--- src/rtl/handshake_constant_seq_pkg.sv ---
// Shared types and helpers for the handshaked constant sequencer.
package handshake_constant_seq_pkg;

   typedef enum logic {
      ST_IDLE = 1'b0,
      ST_EMIT = 1'b1
   } seq_state_t;

   // Pointer width is never zero, so a single-entry table still has a 1-bit pointer.
   function automatic int unsigned ptr_width(input int unsigned depth);
      return (depth <= 1) ? 1 : $clog2(depth);
   endfunction

endpackage

--- src/rtl/handshake_out_reg.sv ---
// Output payload register with valid/ready; exposes can_load to the producer.
module handshake_out_reg
   import handshake_constant_seq_pkg::*;
#(
   parameter int unsigned WIDTH = 18
) (
   input  logic             clk,
   input  logic             rst,
   input  logic             i_load,
   input  logic [WIDTH-1:0] i_data,
   input  logic             i_ready,
   output logic             o_can_load,
   output logic             o_valid,
   output logic [WIDTH-1:0] o_data
);

   logic             r_valid;
   logic [WIDTH-1:0] r_data;

   always_comb begin
      o_can_load = !r_valid || i_ready;
   end

   always_ff @(posedge clk) begin
      if (rst) begin
         r_valid <= 1'b0;
         r_data  <= '0;
      end else if (o_can_load) begin
         r_valid <= i_load;
         if (i_load) begin
            r_data <= i_data;
         end
      end
   end

   assign o_valid = r_valid;
   assign o_data  = r_data;

endmodule

--- src/rtl/handshake_constant_seq.sv ---
// Handshaked constant source: each ctrl token emits a BURST_LEN-word walk through TABLE.
module handshake_constant_seq
   import handshake_constant_seq_pkg::*;
#(
   parameter int unsigned                    DATA_WIDTH = 17,
   parameter int unsigned                    DEPTH      = 4,
   parameter int unsigned                    BURST_LEN  = 1,
   parameter int unsigned                    WRAP       = 1,
   parameter logic [DEPTH*DATA_WIDTH-1:0]    TABLE      = '0
) (
   input  logic                  clk,
   input  logic                  rst,
   input  logic                  ctrl_valid,
   output logic                  ctrl_ready,
   output logic [DATA_WIDTH-1:0] outs,
   output logic                  outs_valid,
   input  logic                  outs_ready,
   output logic                  outs_last
);

   localparam int unsigned PW = ptr_width(DEPTH);
   localparam int unsigned BW = $clog2(BURST_LEN + 1);
   localparam logic [PW-1:0] PTR_MAX   = PW'(DEPTH - 1);
   localparam logic [BW-1:0] BEAT_LAST = BW'(BURST_LEN - 1);

   function automatic logic [DATA_WIDTH-1:0] table_entry(input logic [PW-1:0] idx);
      return TABLE[int'(idx)*DATA_WIDTH +: DATA_WIDTH];
   endfunction

   seq_state_t             r_state;
   logic [PW-1:0]          r_ptr;
   logic [BW-1:0]          r_beat;

   logic                   w_can_load;
   logic                   w_accept;
   logic                   w_load;
   logic                   w_last;
   logic [PW-1:0]          w_ptr_next;
   logic [DATA_WIDTH:0]    w_payload_in;
   logic [DATA_WIDTH:0]    w_payload_out;

   // ctrl_ready is derived from state and downstream space only, never from ctrl_valid.
   always_comb begin
      ctrl_ready = !rst && (r_state == ST_IDLE) && w_can_load;
      w_accept   = ctrl_valid && ctrl_ready;
      w_load     = w_accept || ((r_state == ST_EMIT) && w_can_load);
   end

   always_comb begin
      w_last = 1'b0;
      if (r_state == ST_IDLE) begin
         w_last = (BURST_LEN == 1);
      end else begin
         w_last = (r_beat == BEAT_LAST);
      end
   end

   // WRAP=0 saturates at the final entry; with DEPTH=1 both modes pin the pointer at 0.
   always_comb begin
      w_ptr_next = r_ptr;
      if (r_ptr == PTR_MAX) begin
         w_ptr_next = (WRAP != 0) ? '0 : PTR_MAX;
      end else begin
         w_ptr_next = r_ptr + PW'(1);
      end
   end

   always_comb begin
      w_payload_in = {w_last, table_entry(r_ptr)};
   end

   always_ff @(posedge clk) begin
      if (rst) begin
         r_state <= ST_IDLE;
         r_ptr   <= '0;
         r_beat  <= '0;
      end else begin
         unique case (r_state)
            ST_IDLE: begin
               if (w_accept) begin
                  r_ptr  <= w_ptr_next;
                  r_beat <= BW'(1);
                  if (BURST_LEN > 1) begin
                     r_state <= ST_EMIT;
                  end
               end
            end
            ST_EMIT: begin
               if (w_can_load) begin
                  r_ptr  <= w_ptr_next;
                  r_beat <= r_beat + BW'(1);
                  if (r_beat == BEAT_LAST) begin
                     r_state <= ST_IDLE;
                  end
               end
            end
            default: r_state <= ST_IDLE;
         endcase
      end
   end

   handshake_out_reg #(
      .WIDTH (DATA_WIDTH + 1)
   ) u_out_reg (
      .clk        (clk),
      .rst        (rst),
      .i_load     (w_load),
      .i_data     (w_payload_in),
      .i_ready    (outs_ready),
      .o_can_load (w_can_load),
      .o_valid    (outs_valid),
      .o_data     (w_payload_out)
   );

   assign outs      = w_payload_out[DATA_WIDTH-1:0];
   assign outs_last = w_payload_out[DATA_WIDTH];

endmodule

--- config.mk ---
export PLATFORM = sky130hd
export DESIGN_NAME = handshake_constant_seq
export DESIGN_NICKNAME = d
export VERILOG_FILES = /design/src/rtl/handshake_constant_seq_pkg.sv /design/src/rtl/handshake_out_reg.sv /design/src/rtl/handshake_constant_seq.sv
export SDC_FILE = /design/constraint.sdc
export NUM_CORES = 1
export LEC_CHECK = 0
export ABC_CLOCK_PERIOD_IN_PS = 900
export BUFFER_PORTS_ARGS = -buffer_cell sky130_fd_sc_hd__buf_2
export CORE_AREA = 2 2 39 41
export CTS_BUF_LIST = sky130_fd_sc_hd__clkbuf_8 sky130_fd_sc_hd__clkbuf_16
export CTS_CLUSTER_SIZE = 20
export DETAILED_ROUTE_END_ITERATION = 8
export DIE_AREA = 0 0 41 43
export REMOVE_ABC_BUFFERS = 1
export SLEW_MARGIN = 0
export SYNTH_ARGS = -nofsm -noshare
export SYNTH_HDL_FRONTEND = slang
export SYNTH_SLANG_ARGS = --single-unit
--- constraint.sdc ---
create_clock -name clk -period 0.9 [get_ports clk]
set_input_delay 0.18 -clock clk [delete_from_list [all_inputs] [get_ports clk]]
set_output_delay 0.18 -clock clk [all_outputs]
set_load 0.01 [all_outputs]
Word-level counts from Yosys, hierarchy flattened --
Cells that the tools add are included.
Storage, ports and cells: logic and storage cells 35, flip-flop bits (word level) 23
Operators by class: shift-type cells 1, $mul 1, muxes and demuxes 10, equality and inequality tests 3, $add $sub $neg 2, bitwise gates (word level) 2, reductions and logical operators 11
Operators by type and width (number):
- $shiftx A68 B8 Y17 const A | 1
- $mul A2 B5 Y7 const B | 1
- $mux W2 | 3
- $mux W1 | 5
- $logic_and A1 B1 Y1 | 4
- $pmux W2 S2 | 1
- $reduce_and A2 Y1 | 2
- $add A2 B1 Y2 const B | 1
- $eq A2 B2 Y1 const B | 1
- $logic_not A1 Y1 | 2
- $logic_or A1 B1 Y1 | 2
- $ne A2 B1 Y1 const B | 1
- $ne A2 B2 Y1 const B | 1
- $not A1 Y1 | 2
- $pmux W1 S2 | 1
- $reduce_or A2 Y1 | 1
- $add A1 B1 Y1 const B | 1

Longest topological paths before layout --
Gate-level depths: netlist of run 1.
depth in word-level cells 6, gate-level depth with buffers 3

Hierarchy --
From an unflattened synthesis of run 1, not the netlist that was laid out.
Unflattened totals: cell total of the unflattened synthesis 98, area total of the unflattened synthesis 1099.8 µm²
Modules (own cells, without submodules):
- handshake_out_reg | area an instance 991.0 µm², sequential area each 380.4 µm², cells an instance 86, instances 1
- handshake_constant_seq | area an instance 108.9 µm², sequential area each 40.0 µm², cells an instance 12, instances 1

Worst setup path after synthesis of run 1 --
OpenSTA, ideal clock, no wires.
path type register to output, start point reg u_out_reg.r_valid (netlist: u_out_reg.o_valid), end point out ctrl_ready, required time 0.720 ns, path buffers 0, cell stages (with the launch flop) 3, arrival time 0.800 ns, path slack -0.080 ns, cells stage by stage dfxtp_1 and2b_2 nor3_1
On the way: word-level cells in the longest chain between the ends 3
Ends and longest elaborated chain:
- from (decl) | RTL line handshake_out_reg.sv:17 | logic r_valid;
- from (signal assigned) | RTL line handshake_out_reg.sv:29 | r_valid <= i_load;
- $logic_not A1 Y1 | RTL line handshake_out_reg.sv:21 | o_can_load = !r_valid || i_ready;
- $logic_or A1 B1 Y1 | RTL line handshake_out_reg.sv:21
- $logic_and A1 B1 Y1 | RTL line handshake_constant_seq.sv:44 | ctrl_ready = !rst && (r_state == ST_IDLE) && w_can_load;
- to (decl) | RTL line handshake_constant_seq.sv:14 | output logic ctrl_ready,
No other way between the ends.

Worst setup path in the final report of run 1 --
Same ends and word-level chain as after synthesis.

==> metrics, run 1 <==
clock sink count 4; I/O Buffers 6; remaining global-route overflow 0; final setup fails 5; clk_lat worst skew 0.21 ns; power per cell area 1860 mW/mm2; CP top delay family flip-flops; final hold vios 0; RSZ-0062 raised after global routing true; crit path buf inv count 1; share of layout cells above drive strength 1 40.0%; CP max-delay cell dfxtp_2; Clk pin slew, worst setup/hold paths 0.03 ns; max layer used met3; CP required 0.72 ns; Post-route DRC 0; DP Area 274 um2; die area 0.00176 mm2; post-route insts no fill 61; DR vias 196; routability cong. 0.535; Die H 43 um; I/O pin count 24; Fmax approximately 0.89 GHz; Critical Path Fanout Max 2; Leak 0.000184 uW; Clock Skew 0.00306 ns; Placed Instances 56; Core Area about 0.0014 mm2; Num CTS Buffers 3; root buf cell clkbuf_8; syn avg cell area 8.38 um2; Worst Slack Setup Final -0.229 ns; design area 360 um2; diode count 0; Critical Path Start u_out_reg.o_valid$_SDFFE_PP0P_; Worst setup EP type output port; FP Rows 14; Yosys cell types 11; total track usage 5.63%; max-cap violations 0; met1 wire length 140 um; Final Cycle Share 125%; Worst path max stage delay 0.30 ns; FF+latch count, synth 4; Peak VDD IR ~0.46 mV; Tot Pwr 669 uW; yosys warns 0; failing checks setup timing; worst hold margin 0.176 ns; max-slew violation count 0; CTS H-tree lvls 1; critical path class reg2out; antenna-violating nets left 0; sequential element share of the synthesized area 29.0%; CP Cell Sequence and2b_2 -> nor3_2 -> buf_2; met2 WL between 200 and 250 um; global-route wire length before repair 586 um; Mapped Cells 33; vias per std cell approximately 3.2; most frequent cells in the layout 17 x conb_1, 5 x buf_2, 3 x clkbuf_8, 3 x buf_6, 3 x dfxtp_1; final net count 51; Routed WL per cell 6.84 um; initial antenna violation count 0; Worst R2R Start u_out_reg.o_valid$_SDFFE_PP0P_; drt pass-1 iters 4; Fillers 156; Detailed Place HPWL 309 um; clock buffer depth 2; CTS tree done; final wirelength 417 um; Final Critical Period 1.13 ns; Hold Crit Class in2reg; status complete, but fails checks; die width 41 um; routed wl met3 70 um; worst path arrival time between 0.9 and 1 ns; Starting Density roughly a fifth; largest net degree at the start of global routing 5; initial DRC count 3; vias in the first global route approximately 170; most common cell after layout, fill and taps aside conb_1; Area Growth Syn to Fin 30.3%; crit start category flip-flop; cell area after synthesis between 200 and 300 um2; startpoint of the worst hold path rst
## repair_timing
| item | 4_1_cts | 5_1_grt |
|---|---|---|
| setup endpoints to repair | 4 | 5 |
| buffers inserted | 1 | 1 |
| hold buffers | 0 | 0 |
| pin swaps | 3 | 1 |
| gates resized for setup | 6 | 2 |
## state kept, by name, indices dropped and copies added, names as in the netlist
register and cells:
r_state 1, r_beat 1, u_out_reg.o_data 1, u_out_reg.o_valid 1
## where the power goes
part	total [uW]	leakage, uW	switching (uW)	internal (uW)
clock	368	0.0000216	83.8	284
combinational	106	0.000129	62.2	43.5
sequential	195	0.0000334	5.83	189
## synthesized netlist by cell type
master,instances,share of area [%]
a31oi_1,1,2.3
conb_1,1,1.4
nor2_1,3,4.1
nor3_1,1,1.8
o21a_1,2,5.4
dfxtp_1,4,29
and2b_2,1,3.2
a21oi_1,1,1.8
nand2b_1,1,2.3
nor3b_1,1,2.7
buf_4,17,46
## per-stage QoR
stage | util [%] | TNS [ns] | worst slack, ns
after floorplan | - | -0.0802 | -0.0802
after global placement | 19.8 | -0.0684 | -0.0258
after detailed placement | 19.8 | -0.0683 | -0.0266
after CTS | 25.1 | -0.497 | -0.223
after global routing | 26.0 | -0.815 | -0.271
final | 26.0 | -0.607 | -0.229
## per-layer routing
layer	vias up	GRT usage [%]
met5	-	0
met4	0	6.00
met3	0	4.71
met2	18	6.56
met1	82	5.48
li1	96	-
## cells by family (layout without fill, tap and decap cells)
group / count (synthesis) / in the layout / synth area share (%)
AO/OA/AOI/OAI: 4 / 4 / 9.50
buffers and inverters: 17 / 13 / 46.2
flip-flops: 4 / 4 / 29.0
other: 1 / 17 / 1.36
AND/OR/NAND/NOR: 7 / 7 / 14.0
## layout make-up
cell class / count / area, um2 / area share (%)
clock buffers: 3 / 41.3 / 11.5
multi-input cells: 28 / 144 / 39.9
flip-flops and latches: 4 / 81.3 / 22.6
well taps: 16 / 20.0 / 5.56
repair buffers: 10 / 73.8 / 20.5
## worst register-to-register path, cell delays in order (launching register included)
cell     delay (ns)
dfxtp_2        0.30
and2b_2        0.20
buf_4          0.13
buf_6          0.11
nor2_4         0.08
o21a_1         0.11
## path summary, 6_finish.rpt
path | end | slack, ns | cells past startpoint
worst max-delay path | ctrl_ready | -0.23 | 3
worst min-delay path | u_out_reg.o_valid$_SDFFE_PP0P_ | 0.18 | 2
worst max register to register | r_beat$_SDFFE_PP0P_ | -0.09 | 5
worst min register to register | u_out_reg.o_data[17]$_SDFFE_PP0P_ | 0.47 | 1
Power figures use the tool's default switching activity.
==> run 2, diff against run 1 <==
SETUP_SLACK_MARGIN = 0.1   (was not set)
==> run 2 against run 1 <==
Effect of this change:
- clock-buffer cell count stayed put
- sequential share of layout area decreased by 0.12 points
- total power up 0.84%
- sequential power barely moved
- register-to-register slack about the same
- the flow still finishes with violations (setup timing)
- largest cell class unchanged
- die area unchanged
- largest power group unchanged
- final area grew 2.1%
- via count unchanged
- cell count unchanged
- clock skew hardly changed
- clock power barely moved
==> metrics, run 2 (synthesis results as in run 1) <==
met1 Use GR 5.48% (unchanged); diode count 0 (unchanged); Leak 0.000186 uW (was 0.000184 uW); most common cell after layout, fill and taps aside conb_1 (unchanged); crit path buf inv count 1 (unchanged); remaining global-route overflow 0 (unchanged); Clock Skew 0.00319 ns (was 0.00306 ns); cts hold-fix bufs 0 (unchanged); initial antenna violation count 0 (unchanged); Starting Density 20.0% (unchanged); drt pass-1 iters 4 (unchanged); clock sink count 4 (unchanged); DP Area 274 um2 (unchanged); Worst path max stage delay 0.30 ns (about the same); global routing's busiest layer met2 (unchanged); clock buffer depth 2 (unchanged); share of layout cells above drive strength 1 42.2% (was 40.0%); Final Critical Period 1.13 ns (about the same); routability cong. 0.535 (unchanged); I/O Buffers 6 (unchanged); Fmax 0.885 GHz (about the same); design area 368 um2 (was 360 um2); die width 41 um (unchanged); CP required 0.72 ns (about the same); max-cap violations 0 (unchanged); Critical Path Fanout Max 2 (unchanged); clk_lat worst skew 0.21 ns (about the same); worst hold margin 0.175 ns (was 0.176 ns); root buf cell clkbuf_8 (unchanged); RSZ-0062 raised after global routing true (unchanged); final net count 51 (unchanged); most frequent cells in the layout 17 x conb_1, 4 x buf_2, 4 x buf_6, 3 x clkbuf_8 (was 17 x conb_1, 5 x buf_2, 3 x clkbuf_8, 3 x buf_6, 3 x dfxtp_1); Routed WL per cell 6.84 um (unchanged); GR Util met3 4.71% (unchanged); total track usage 5.63% (unchanged); worst path arrival time 0.95 ns (about the same); CP max-delay cell dfxtp_2 (unchanged); Hold Crit Class in2reg (unchanged); final hold vios 0 (unchanged); Reg area 82.6 um2 (was 81.3 um2); Clk pin slew, worst setup/hold paths 0.03 ns (about the same); Post-route DRC 0 (unchanged); status complete, but fails checks (unchanged); Peak VDD IR 0.477 mV (was 0.463 mV); power per cell area 1830 mW/mm2 (was 1860 mW/mm2); Worst setup EP type output port (unchanged); Final Cycle Share 126% (was 125%); DR vias 196 (unchanged); initial DRC count 3 (unchanged); Num CTS Buffers 3 (unchanged); antenna-violating nets left 0 (unchanged); failing checks setup timing (unchanged); Multi-input gate area 144 um2 (unchanged); critical path class reg2out (unchanged); max-slew violation count 0 (unchanged); I/O pin count 24 (unchanged); CP Cell Sequence and2b_2 -> nor3_2 -> buf_2 (unchanged); vias per std cell 3.21 (unchanged); Worst Slack Setup Final -0.230 ns (was -0.229 ns); final setup fails 5 (unchanged); Area Growth Syn to Fin 33.0% (was 30.3%); largest net degree at the start of global routing 5 (unchanged); Die H 43 um (unchanged); CP top delay family flip-flops (unchanged); Critical Path Start u_out_reg.o_valid$_SDFFE_PP0P_ (unchanged); Fillers 156 (unchanged); post-route setup TNS -0.614 ns (was -0.607 ns); Worst R2R Start u_out_reg.o_valid$_SDFFE_PP0P_ (unchanged); vias in the first global route 173 (unchanged); Core Area 0.00138 mm2 (unchanged); final wirelength 417 um (unchanged); die area 0.00176 mm2 (unchanged); global-route wire length before repair 586 um (unchanged); startpoint of the worst hold path rst (unchanged); CTS H-tree lvls 1 (unchanged); final core utilization 26.6% (was 26.0%); CTS tree done (unchanged); met2 usage 6.56% (unchanged); Detailed Place HPWL 309 um (unchanged); crit start category flip-flop (unchanged); FP Rows 14 (unchanged)
[run 2: layout make-up]
type | instances | share of cell area, %
timing repair buffer | 10 | 21.8
multi-input combinational | 28 | 39.1
clock buffer | 3 | 11.2
sequential | 4 | 22.4
tap | 16 | 5.44
[run 2: where the power goes]
part	internal (uW)	switching (uW)	total, uW
combinational	47.4	62.1	109
clock	284	84.1	368
sequential	190	6.62	197
total	522	153	675
[run 2: worst paths after layout]
path | slack (ns) | cells past startpoint | end
max | -0.23 | 3 | ctrl_ready
min | 0.18 | 2 | u_out_reg.o_valid$_SDFFE_PP0P_
max reg2reg | -0.09 | 5 | u_out_reg.o_data[17]$_SDFFE_PP0P_
min reg2reg | 0.47 | 1 | u_out_reg.o_data[17]$_SDFFE_PP0P_
[run 2: through the flow]
stage / instances / total power [uW] / setup slack (ns)
2_1_floorplan: 32 / 251 / -0.0802
3_3_place_gp: 56 / 278 / -0.0258
3_5_place_dp: 56 / 279 / -0.0266
4_1_cts: 60 / 680 / -0.223
5_1_grt: 61 / 718 / -0.271
6_report: 61 / 675 / -0.230
[run 2: routing by layer]
metal | up-vias | share of wire, %
met5 | - | 0
met3 | 0 | 17
met1 | 82 | 34
met4 | 0 | 0
met2 | 18 | 49
li1 | 96 | -
[run 2: repair_timing]
item	in CTS	in global routing
setup buffers	1	1
pin swaps	3	1
gates resized for setup	8	2
endpoints found under the setup margin	6	7
==> run 3, diff against run 2 <==
CELL_PAD_IN_SITES_DETAIL_PLACEMENT = 1   (was not set)
CELL_PAD_IN_SITES_GLOBAL_PLACEMENT = 1   (was not set)
PLACE_DENSITY = 0.7   (was not set)
==> run 3 against run 2 <==
Effect of this change:
- the flow still finishes with violations (setup timing)
- final area increased by 3.7%
- maximum frequency is essentially flat
- clock power is essentially flat
- critical path type unchanged
- clock skew is essentially flat
- clock-buffer cell count unchanged
- flip-flop and latch count unchanged
- cell count unchanged
- utilization up 0.99 points
- combinational power grew 7%
- critical path depth is the same
- wire length is 16% higher
- first-iteration DRC count shrank 100%
==> metrics, run 3 (synthesis results as in run 1) <==
max-slew violation count 0 (unchanged); max-cap violations 0 (unchanged); crit start category flip-flop (unchanged); I/O Buffers 6 (unchanged); worst path arrival time 0.95 ns (about the same); total track usage 6.22% (was 5.63%); Placed Instances 56 (unchanged); CP Cell Sequence and2b_2 -> nor3_2 -> buf_2 (unchanged); Routed WL per cell 7.92 um (was 6.84 um); CP max-delay cell dfxtp_2 (unchanged); Flop pwr share 28.8% (was 29.2%); initial antenna violation count 0 (unchanged); routability cong. 0.586 (was 0.535); Area Growth Syn to Fin 38.0% (was 33.0%); Die H 43 um (unchanged); most frequent cells in the layout 17 x conb_1, 4 x buf_2, 4 x buf_6, 3 x clkbuf_8 (unchanged); vias in the first global route 179 (was 173); final hold vios 0 (unchanged); CTS tree done (unchanged); critical path class reg2out (unchanged); clk_lat worst skew 0.21 ns (about the same); Int Pwr 525 uW (was 522 uW); clock buffer depth 2 (unchanged); routed wl met3 58 um (was 70 um); remaining global-route overflow 0 (unchanged); Worst Slack Setup Final -0.230 ns (about the same); Logic pwr share 17.0% (was 16.2%); clock sink count 4 (unchanged); CP required 0.72 ns (about the same); Num CTS Buffers 3 (unchanged); drt pass-1 iters 1 (was 4); Final Cycle Share 126% (about the same); Fillers 177 (was 156); design area 382 um2 (was 368 um2); die width 41 um (unchanged); RSZ-0062 raised after global routing true (unchanged); Clk pin slew, worst setup/hold paths 0.03 ns (about the same); final wirelength 483 um (was 417 um); Peak VDD IR 0.444 mV (was 0.477 mV); CP top delay family flip-flops (unchanged); Fmax 0.885 GHz (about the same); Multi-input gate area 158 um2 (was 144 um2); Final Critical Period 1.13 ns (about the same); Leak 0.000192 uW (was 0.000186 uW); crit path buf inv count 1 (unchanged); met1 wire length 162 um (was 141 um); status complete, but fails checks (unchanged); root buf cell clkbuf_8 (unchanged); final net count 51 (unchanged); I/O pin count 24 (unchanged); Net Sw Power 159 uW (was 153 uW); FP Rows 14 (unchanged); Critical Path Fanout Max 2 (unchanged); failing checks setup timing (unchanged); Clock Skew 0.00365 ns (was 0.00319 ns); most common cell after layout, fill and taps aside conb_1 (unchanged); Worst path max stage delay 0.30 ns (about the same); power per cell area 1790 mW/mm2 (was 1830 mW/mm2); Hold Crit Class in2reg (unchanged); switch share 23.3% (was 22.7%); global-route wire length before repair 669 um (was 586 um); antenna-violating nets left 0 (unchanged); largest net degree at the start of global routing 5 (unchanged); die area 0.00176 mm2 (unchanged); diode count 0 (unchanged); Clock power frac 54.2% (was 54.6%); Worst setup EP type output port (unchanged); DR vias 198 (was 196); Core Area 0.00138 mm2 (unchanged); met2 WL 262 um (was 206 um); post-route setup TNS -0.658 ns (was -0.614 ns); share of layout cells above drive strength 1 46.7% (was 42.2%); final setup fails 5 (unchanged); Reg area 82.6 um2 (unchanged); CTS H-tree lvls 1 (unchanged); DP Area 274 um2 (unchanged); max layer used met3 (unchanged); post-route insts no fill 61 (unchanged); Detailed Place HPWL 356 um (was 309 um); initial DRC count 0 (was 3); Post-route DRC 0 (unchanged); vias per std cell 3.25 (was 3.21); Starting Density 20.0% (unchanged)
[run 3: changes by cell type in the layout (fill, tap and decap cells not counted)]
cell / before / now
a31oi_1: 1 / 0
nand2b_1: 1 / 0
nand2b_4: 0 / 1
a31oi_2: 0 / 1
[run 3: path summary, 6_finish.rpt]
path | depth (start not counted) | startpoint | endpoint | slack, ns
max | 3 | u_out_reg.o_valid$_SDFFE_PP0P_ | ctrl_ready | -0.23
min | 2 | rst | u_out_reg.o_valid$_SDFFE_PP0P_ | 0.18
max reg2reg | 5 | u_out_reg.o_valid$_SDFFE_PP0P_ | r_beat$_SDFFE_PP0P_ | -0.11
min reg2reg | 1 | u_out_reg.o_data[17]$_SDFFE_PP0P_ | u_out_reg.o_data[17]$_SDFFE_PP0P_ | 0.47
[run 3: worst register-to-register path: stages, from the launching register on]
cell and delay [ns]:
dfxtp_2 0.30, and2b_2 0.20, buf_4 0.14, buf_6 0.11, nor2_4 0.08, o21a_1 0.12
[run 3: final cells by class]
type	count	area share (%)
clock buffer	3	10.8
multi-input combinational	28	41.3
sequential	4	21.6
tap	16	5.25
timing repair buffer	10	21.0
[run 3: timing repair]
action	CTS	global route
hold buffers	0	0
setup endpoints to repair	6	7
resized for setup	9	3
pin swaps	3	0
buffers inserted	1	1
[run 3: power groups by stage]
stage | registers, uW | logic [uW] | clock network [uW]
global placement | 196 | 82.3 | 0
detailed placement | 197 | 83.3 | 0
CTS | 197 | 105 | 386
finish | 197 | 117 | 371
global route | 198 | 128 | 402
floorplan | 200 | 52.0 | 0
[run 3: routing by layer]
layer	vias up	GRT usage (%)
met3	0	3.14
met4	0	6.00
li1	96	-
met2	10	8.44
met5	-	0
met1	92	6.41
[run 3: through the flow]
| stage | total power, uW | utilization [%] | setup slack, ns | hold WS (ns) |
|---|---|---|---|---|
| 3_3_place_gp | 278 | 19.8 | -0.0288 | 0.391 |
| 2_1_floorplan | 251 | - | -0.0802 | 0.249 |
| 6_report | 685 | 27.6 | -0.230 | 0.184 |
| 4_1_cts | 688 | 26.1 | -0.234 | 0.184 |
| 3_5_place_dp | 280 | 19.8 | -0.0416 | 0.390 |
| 5_1_grt | 728 | 27.6 | -0.256 | 0.186 |
